**src/rtl/calc_pkg.sv**
```systemverilog
// Shared calculator datapath definitions: bit-index width, state encoding, default operand width.
package calc_pkg;
  localparam int IDX_W    = 5;
  localparam int BITS_DEF = 4;

  typedef enum logic {
    ST_IDLE = 1'b0,
    ST_RUN  = 1'b1
  } state_e;
endpackage

```
**src/rtl/mul_seq_if.sv**
```systemverilog
// Operand/product handshake bundle for mul_seq; MUL_OVF_EN adds the ovf flag.
interface mul_seq_if #(parameter int BITS = calc_pkg::BITS_DEF);
  logic [BITS-1:0]   A;
  logic [BITS-1:0]   B;
  logic [2*BITS-1:0] P;
  logic              input_vld;
  logic              output_vld;
`ifdef MUL_OVF_EN
  logic              ovf;

  modport master (output A, B, input_vld, input P, output_vld, ovf);
  modport slave  (input A, B, input_vld, output P, output_vld, ovf);
`else
  modport master (output A, B, input_vld, input P, output_vld);
  modport slave  (input A, B, input_vld, output P, output_vld);
`endif
endinterface

```
**src/rtl/mul_step.sv**
```systemverilog
// One shift-and-add step: conditionally adds the multiplicand, shifted by idx, to the accumulator.
module mul_step
  import calc_pkg::*;
#(
  parameter int BITS = BITS_DEF
) (
  input  logic [2*BITS-1:0] acc_in,
  input  logic [BITS-1:0]   a,
  input  logic              b_bit,
  input  logic [IDX_W-1:0]  idx,
  output logic [2*BITS-1:0] acc_out
);
  logic [2*BITS-1:0] a_ext;

  assign a_ext   = {{BITS{1'b0}}, a};
  // Product of two BITS-wide values fits in 2*BITS, so this sum never wraps.
  assign acc_out = b_bit ? acc_in + (a_ext << idx) : acc_in;
endmodule

```
**src/rtl/mul_seq.sv**
```systemverilog
// Sequential shift-and-add unsigned multiplier, one multiplier bit per clock, fixed BITS+1 edge latency.
// Optional MUL_OVF_EN adds a registered flag set when the product exceeds BITS bits.
module mul_seq
  import calc_pkg::*;
#(
  parameter int BITS = BITS_DEF
) (
  input  logic      clk,
  input  logic      rst_n,
  mul_seq_if.slave  bus
);
  localparam int PW = 2 * BITS;

  state_e            state_q, state_d;
  logic [IDX_W-1:0]  bitidx_q, bitidx_d;
  logic [PW-1:0]     acc_q, acc_d;
  logic [BITS-1:0]   a_q, a_d;
  logic [BITS-1:0]   b_q, b_d;
  logic [PW-1:0]     step_acc;
  logic [BITS-1:0]   b_shift;
`ifdef MUL_OVF_EN
  logic              ovf_q, ovf_d;
`endif

  assign b_shift = b_q >> bitidx_q;

  mul_step #(.BITS(BITS)) u_step (
    .acc_in  (acc_q),
    .a       (a_q),
    .b_bit   (b_shift[0]),
    .idx     (bitidx_q),
    .acc_out (step_acc)
  );

  always_comb begin
    state_d  = state_q;
    bitidx_d = bitidx_q;
    acc_d    = acc_q;
    a_d      = a_q;
    b_d      = b_q;
    case (state_q)
      ST_IDLE: begin
        if (bus.input_vld) begin
          a_d      = bus.A;
          b_d      = bus.B;
          acc_d    = '0;
          bitidx_d = '0;
          state_d  = ST_RUN;
        end
      end
      ST_RUN: begin
        acc_d = step_acc;
        if (bitidx_q == IDX_W'(BITS - 1)) begin
          bitidx_d = '0;
          state_d  = ST_IDLE;
        end else begin
          bitidx_d = bitidx_q + IDX_W'(1);
        end
      end
      default: state_d = ST_IDLE;
    endcase
`ifdef MUL_OVF_EN
    ovf_d = |acc_d[PW-1:BITS];
`endif
  end

  always_ff @(posedge clk or negedge rst_n) begin
    if (!rst_n) begin
      state_q  <= ST_IDLE;
      bitidx_q <= '0;
      acc_q    <= '0;
      a_q      <= '0;
      b_q      <= '0;
`ifdef MUL_OVF_EN
      ovf_q    <= 1'b0;
`endif
    end else begin
      state_q  <= state_d;
      bitidx_q <= bitidx_d;
      acc_q    <= acc_d;
      a_q      <= a_d;
      b_q      <= b_d;
`ifdef MUL_OVF_EN
      ovf_q    <= ovf_d;
`endif
    end
  end

  // P exposes partial sums while running; consumers qualify it with output_vld.
  assign bus.P          = acc_q;
  assign bus.output_vld = (state_q == ST_IDLE);
`ifdef MUL_OVF_EN
  assign bus.ovf        = ovf_q;
`endif
endmodule
```
**src/flat_wrapper.sv**
```systemverilog
// flat-port wrapper written by rule: the top's interface ports become plain ports
module mul_seq_flat import calc_pkg::*;
#(
  parameter int BITS = BITS_DEF
)
  (clk, rst_n, bus_A, bus_B, bus_input_vld, bus_P, bus_output_vld);
  mul_seq_if #(.BITS(BITS)) bus_i ();
  input  logic clk;
  input  logic rst_n;
  input wire logic [$bits(bus_i.A)-1:0] bus_A;
  input wire logic [$bits(bus_i.B)-1:0] bus_B;
  input wire logic [$bits(bus_i.input_vld)-1:0] bus_input_vld;
  output wire logic [$bits(bus_i.P)-1:0] bus_P;
  output wire logic [$bits(bus_i.output_vld)-1:0] bus_output_vld;
  assign bus_i.A = bus_A;
  assign bus_i.B = bus_B;
  assign bus_i.input_vld = bus_input_vld;
  assign bus_P = bus_i.P;
  assign bus_output_vld = bus_i.output_vld;
  mul_seq #(.BITS(BITS)) u_core (.clk(clk), .rst_n(rst_n), .bus(bus_i));
endmodule
```
**config.mk**
```make
export PLATFORM = sky130hd
export DESIGN_NAME = mul_seq_flat
export DESIGN_NICKNAME = d
export VERILOG_FILES = /design/src/rtl/calc_pkg.sv /design/src/rtl/mul_seq_if.sv /design/src/rtl/mul_step.sv /design/src/rtl/mul_seq.sv /design/src/flat_wrapper.sv
export SDC_FILE = /design/constraint.sdc
export NUM_CORES = 1
export LEC_CHECK = 0
export CAP_MARGIN = 25
export CORE_ASPECT_RATIO = 0.75
export CORE_MARGIN = 10
export CORE_UTILIZATION = 33
export CTS_BUF_LIST = sky130_fd_sc_hd__clkbuf_2 sky130_fd_sc_hd__clkbuf_4 sky130_fd_sc_hd__clkbuf_8
export DETAILED_ROUTE_END_ITERATION = 7
export GPL_TIMING_DRIVEN = 0
export HOLD_SLACK_MARGIN = 0.1
export PLACE_DENSITY = 0.59
export REMOVE_ABC_BUFFERS = 1
export SETUP_SLACK_MARGIN = 0.4
export SLEW_MARGIN = 10
export SYNTH_ARGS = -nofsm -noshare
export SYNTH_HDL_FRONTEND = slang
export SYNTH_SLANG_ARGS = --single-unit
```
**constraint.sdc**
```tcl
create_clock -name clk -period 2.73 [get_ports clk]
set_input_delay 0.273 -clock clk [delete_from_list [all_inputs] [get_ports clk]]
set_output_delay 0.273 -clock clk [all_outputs]
set_load 0.05 [all_outputs]
```
==> results by group <==
Run status
  – Status: complete, no violations

Drt
  – Vias/cell: ~5.3
  – Antenna Violating Nets Remaining: 0
  – Drt total wl: 3830 um
  – Drt first pass iters: 4
  – Via count: about 1,300
  – DRT iter0 DRCs: 57
  – DRC Markers: 0
  – Routed wire length per instance: 16.0 um

Critical path
  – Slowest CP cell: dfrtp_2
  – Worst path top cell family by delay: compound AO/OA/AOI/OAI gates
  – CP arrival: 2.51 ns
  – Max incr delay on CP: roughly 0.46 ns
  – Crit end category: flop
  – CP Max Fanout: 5
  – Startpoint Class: flop
  – Required @ worst endpoint: 2.92 ns
  – Crit-path cells: buf_12 -> mux2i_4 -> nor3_4 -> buf_4 -> fa_2 -> a211oi_2 -> o21bai_1 -> a2111o_1 -> o211ai_2
  – Buf/Inv on CP: 2
  – CP Class: flop to flop

Power and ir drop
  – Power Density: 1340 nW/um2
  – Int Pwr: 1500 uW
  – P_leak: 0.000856 uW
  – Tot Pwr: roughly 2700 uW
  – Max VDD drop: between 400 and 500 uV
  – Clk pwr share: 11.5%
  – Switching portion of total power: approximately 44%
  – Power share of the sequential group: 23.0%
  – Part of the power in combinational logic: 65.6%
  – Psw: about 1200 uW

Floorplanning
  – # rows: 20
  – Initial core utilization: around a third
  – Core box area: slightly above 4000 um2
  – Die X: 95.9 um
  – Full die area: between 7000 and 8000 um2
  – Chip height: 76.9 um
  – # IOs: 20

Clocking
  – Clk buf depth: 2
  – CTS tree: done
  – CTS root buf: clkbuf_8
  – Clk slew on worst S/H paths: roughly 0.09 ns
  – Clock Latency Late Sink: roughly 0.27 ns
  – Total CTS buffers: 3
  – H-tree Lvls: 1
  – Cts-stage hold buffer count: 0
  – Sink Count: 22

STA
  – RSZ-0062 raised after global routing: true
  – Fin Hold WS: roughly 0.36 ns
  – Worst-Margin Slew: 0.674 ns
  – Final worst setup slack: slightly above 0.4 ns
  – Final min period: 2.32 ns
  – Fmax: between 400 and 500 MHz
  – Setup-failing EPs final: 0
  – Slew Limit Fails: 0
  – Fin crit share: 84.9%
  – Fin Setup TNS: 0 ns
  – Final Hold Viols: 0
  – Slew HR: a little over half
  – Layout Skew: ~0.0068 ns

Synthesis
  – Seq/Total Area, Yosys: 38.6%
  – #FFs+latches synth: 22
  – Synth top cells by count: dfrtp_1 (22), nand2_1 (13), o21ai_0 (10)
  – Most common flop cell mapped by yosys: dfrtp_1
  – Cell area after synthesis: roughly 1400 um2
  – Area leader, netlist: dfrtp_1
  – Asr flop ratio synth: 100%
  – EDFF count, synth: 0
  – Synth Instances: 147
  – Avg Synthesized Cell Area: 9.70 um2
  – Ranking of synthesized cells by area: dfrtp_1 (39%), ha_1 (7.0%), mux2_2 (6.3%)
  – Most common cell in the netlist: dfrtp_1
  – Distinct cell type count after synthesis: 39
  – Top-area cell type share of the netlist area: 38.6%
  – Yosys warns: 0

Finish
  – Proportion of layout cells with a drive suffix above 1: 33.5%
  – Nets: 206
  – Finished layout cell area: 2020 um2
  – Area delta synth->final: 41.3%
  – Diode count: 0

Global route
  – Gr usage total: 10.1%
  – Pin count of the biggest net entering global routing: 23
  – Initial antenna violation count: 0
  – Number of global-route vias before repair: 1,237
  – Global-route wire length before repair: between 5000 and 6000 um
  – Total congestion overflow: 0

Min path
  – HP Class: input port to async pin

Placed design
  – Cell Area, Placed: 1640 um2
  – Port bufs: 19
  – GP Congestion: slightly above 0.8
  – Post-detail-place hpwl: 2430 um
  – Pre-CTS worst setup slack: 0.0859 ns

Flow run
  – MaxCap Viol Count: 0
## area by class of cell
cell class / instances / area [um2]
Fill cell: 396 / 2090
Multi-Input combinational cell: 111 / 913
Sequential cell: 22 / 557
Timing Repair Buffer: 42 / 383
Tap cell: 55 / 68.8
Clock buffer: 3 / 41.3
Clock inverter: 1 / 30.0
Inverter: 6 / 22.5
## layout by cell type (no fill, tap or decap), types with 7 or more instances in the layout
master	netlist	layout
nor2_1	7	7
buf_4	1	21
o21ai_0	10	8
nand3_1	9	9
clkdlybuf4s50_1	0	19
mux2_2	8	8
dfrtp_1	22	17
nand2_1	13	13
## per-stage QoR
stage	std cells	util, %
final	240	49.1
after global routing	240	49.1
after CTS	229	45.2
after detailed placement	213	40.0
after global placement	213	40.0
after floorplan	139	-
## logic make-up after synthesis
kind of cell    share of synthesized area [%]
fa+ha+maj                                8.42
xor+xnor                                 1.84
buf+inv                                  4.65
flops                                    38.6
compound gates                           18.3
mux                                      10.7
simple gates                             17.5
## routing by layer
layer,vias to the layer above,global-route usage [%],share of wire (%)
met5,-,0,0
met4,0,2.65,1.1
met3,4,3.79,5.7
met2,29,15.9,49
met1,622,12.6,44
li1,620,-,-
## power by group through the flow
stage          clock [uW]  combinational [uW]  sequential, uW
3_3_place_gp            0                1230             629
4_1_cts               319                1490             602
3_5_place_dp            0                1260             645
6_report              310                1770             621
2_1_floorplan           0                 838             736
5_1_grt               337                1940             643
## repair_timing
item	4_1_cts	5_1_grt
buffers inserted	12	10
pin swaps	5	12
cloned	0	0
endpoints found under the setup margin	4	4
hold endpoints to repair	0	0
resized for setup	15	12
## registers in the layout (all words and copies together), names as in the netlist
name	flops
u_core.a_q	4
u_core.b_q	4
u_core.state_q	1
u_core.bus.P	8
u_core.bitidx_q	5
## final timing paths
kind	from	endpoint	slack, ns	depth (start not counted)
min in group clk	u_core.bus.P[7]$_DFFE_PN0P_	u_core.bus.P[7]$_DFFE_PN0P_	0.48	1
worst max register to register	u_core.bitidx_q[0]$_DFFE_PN0P_	u_core.bus.P[6]$_DFFE_PN0P_	0.41	9
worst min register to register	u_core.bus.P[7]$_DFFE_PN0P_	u_core.bus.P[7]$_DFFE_PN0P_	0.48	1
worst max-delay path	u_core.bitidx_q[0]$_DFFE_PN0P_	u_core.bus.P[6]$_DFFE_PN0P_	0.41	9
worst min-delay path	rst_n	u_core.b_q[2]$_DFFE_PN0P_	0.36	1
max in group asynchronous	rst_n	u_core.bitidx_q[3]$_DFFE_PN0P_	1.88	2
## worst register-to-register path, cell delays in order, from the launching register on
cell      delay [ns]
dfrtp_2         0.46
buf_12          0.13
mux2i_4         0.26
nor3_4          0.07
buf_4           0.15
fa_2            0.39
a211oi_2        0.20
o21bai_1        0.12
a2111o_1        0.40
o211ai_2        0.08
Power figures use the tool's default switching activity.
==> RTL change: new RTL, config.mk and constraints unchanged <==
Set the package constant `IDX_W` to 6 (it was 5).
--- a/src/rtl/calc_pkg.sv
+++ b/src/rtl/calc_pkg.sv
@@ -1,5 +1,5 @@
 // Shared calculator datapath definitions: bit-index width, state encoding, default operand width.
 package calc_pkg;
-  localparam int IDX_W    = 5;
+  localparam int IDX_W    = 6;
   localparam int BITS_DEF = 4;
 
Formal check against the unedited RTL: same outputs for any inputs over 10 cycles, from zero or initial values and one cycle with rst_n low; that may be too few to reach the edited logic, so the function may still have changed.
==> RTL change against the original RTL <==
Sequential cell count is 1 higher; first-iteration DRC count is 96% higher; synthesized area is 6.6% higher; final area is 4.1% higher; wire length is 8.8% higher; worst setup slack worse by 0.31 ns; total power is 0.45% higher; count of clock-buffer cells in the layout stayed put; critical path type unchanged.
==> RTL change: results (changes against the original RTL) <==
* Most frequent cells after synthesis: dfrtp_1 (23), nand2_1 (12), mux2_2 (9), o21ai_0 (9) (was dfrtp_1 (22), nand2_1 (13), o21ai_0 (10))
* Worst setup path class: register to register (unchanged)
* Slowest cell on crit path: or4_4 (was dfrtp_2)
* Final HPWL from detailed placement at 2660 um (was 2430 um)
* Via density at 5.50 (was 5.31)
* Worst-path clk slew at 0.09 ns (about the same)
* CP delay by family, top: simple AND/OR/NAND/NOR gates (was compound AO/OA/AOI/OAI gates)
* Pleak at 0.878 nW (was 0.856 nW)
* Drt pass-1 iters at 4 (unchanged)
* Nets at 213 (was 206)
* Post-synth EDFFs at 0 (unchanged)
* Post-synth ARST share at 100% (unchanged)
* Initial antenna violation count at 0 (unchanged)
* Htree depth at 1 (unchanged)
* Switching part of the total power at 46.8% (was 44.3%)
* Ys Warns at 0 (unchanged)
* Layout cells sized above 1 at 38.0% (was 33.5%)
* Final Skew at 0.00431 ns (was 0.00684 ns)
* Tightest Hold Check Type: register to register (was input pin to asynchronous set/reset pin)
* DR WL/cell at 16.7 um (was 16.0 um)
* PortBufs at 19 (unchanged)
* Number of global-route vias before repair at 1354 (was 1237)
* Worst r2r src: u_core.bitidx_q[2] (was u_core.bitidx_q[0])
* Drt first-iter violations at 112 (was 57)
* Antenna diodes at 0 (unchanged)
* First-pass GRT wire length at 6640 um (was 5990 um)
* Setup slack, reg-to-reg at 0.10 ns (was 0.41 ns)
* CTS Root Cell: clkbuf_8 (unchanged)
* Max FO, Critical Path at 6 (was 5)
* Max transition margin at 55.4% (was 54.9%)
* Largest net degree at the start of global routing at 24 (was 23)
* Filler cells at 431 (was 396)
* Gr usage total at 10.1% (about the same)
* CTS Buf Count at 3 (unchanged)
* Register area share after synthesis at 37.9% (was 38.6%)
* Worst reg2reg path depth at 7 (was 9)
* Hold path startpoint: u_core.bus.P[7]
* Crit path DAT at 2.84 ns (was 2.51 ns)
* Status: finished clean (unchanged)
* CP max stage delay at 0.57 ns (was 0.46 ns)
* Crit path capture: u_core.bus.P[6] (unchanged)
* Number of library cell types mapped by synthesis at 47 (was 39)
* Synth area leaders: dfrtp_1 (38%), mux2_2 (6.7%), ha_1 (6.6%) (was dfrtp_1 (39%), ha_1 (7.0%), mux2_2 (6.3%))
* Routability cong. at 0.841 (was 0.814)
* Max reg flops at 8 (unchanged)
* Clk buf depth at 2 (unchanged)
* Peak VDD IR at 0.605 mV (was 0.488 mV)
* Worst skew pair latency at 0.27 ns (about the same)
-- RTL change: cell count changes in the layout (fill, tap and decap cells not counted), moves of 3 or more --
cell,delta
ha_2,+3
nor2_1,-3
a21oi_1,-5
o21ai_1,+5
-- RTL change: repair_timing --
action / in CTS / in global routing
setup buffers: 17 / 3
gates cloned: 0 / 0
gates resized for setup: 11 / 27
setup endpoints to repair: 5 / 5
pin swaps: 4 / 5
hold buffers: 0 / 1
hold endpoints to repair: 0 / 23
-- RTL change: logic make-up after synthesis --
family,Yosys count,share of synthesized area [%]
muxes,13,10.1
and+or+nand+nor,47,18.0
xor gates and xnor gates,4,2.30
adders and majority gates,9,7.90
AOI/OAI and AO/OA,44,19.4
DFF,23,37.9
buffers and inverters,15,4.36
-- RTL change: stage by stage --
step,instance area (um^2),util (%),setup WS (ns),instances,setup TNS (ns)
finish,2100,47.0,0.103,249,0
global route,2100,47.0,-0.0331,249,-0.0331
CTS,1950,43.6,0.120,245,0
detailed placement,1750,39.1,-0.161,224,-0.380
global placement,1750,39.1,-0.120,224,-0.124
floorplan,1480,-,0.129,148,0
-- RTL change: how the worst min path moves through the flow --
stage                       to  slack (ns)  depth (start not counted)
2_1_floorplan    u_core.a_q[0]       -0.02                          0
3_3_place_gp   u_core.bus.P[7]        0.46                          1
3_5_place_dp   u_core.bus.P[7]        0.47                          1
4_1_cts        u_core.bus.P[7]        0.48                          1
5_1_grt        u_core.bus.P[7]        0.51                          1
6_report       u_core.bus.P[7]        0.48                          1
-- RTL change: cell type report --
| type | instances | share of cell area (%) |
|---|---|---|
| Timing Repair Buffer | 40 | 16.6 |
| Tap cell | 57 | 3.40 |
| Clock inverter | 1 | 0.239 |
| Sequential cell | 23 | 27.8 |
| Multi-Input combinational cell | 117 | 48.5 |
| Inverter | 8 | 1.43 |
| Clock buffer | 3 | 1.97 |
-- RTL change: per-layer routing --
metal / global-route usage [%] / vias up / routed length (um)
li1: - / 657 / -
met1: 12.6 / 662 / 1840
met2: 16.1 / 41 / 2030
met3: 3.72 / 10 / 237
met4: 3.00 / 0 / 66
met5: 0 / - / 0
-- RTL change: power by group through the flow --
| stage | registers [mW] | clock network (mW) | logic [mW] |
|---|---|---|---|
| 2_1_floorplan | 0.750 | 0 | 0.943 |
| 3_3_place_gp | 0.638 | 0 | 1.37 |
| 3_5_place_dp | 0.649 | 0 | 1.42 |
| 4_1_cts | 0.605 | 0.224 | 1.58 |
| 5_1_grt | 0.627 | 0.238 | 2.07 |
| 6_report | 0.608 | 0.218 | 1.89 |
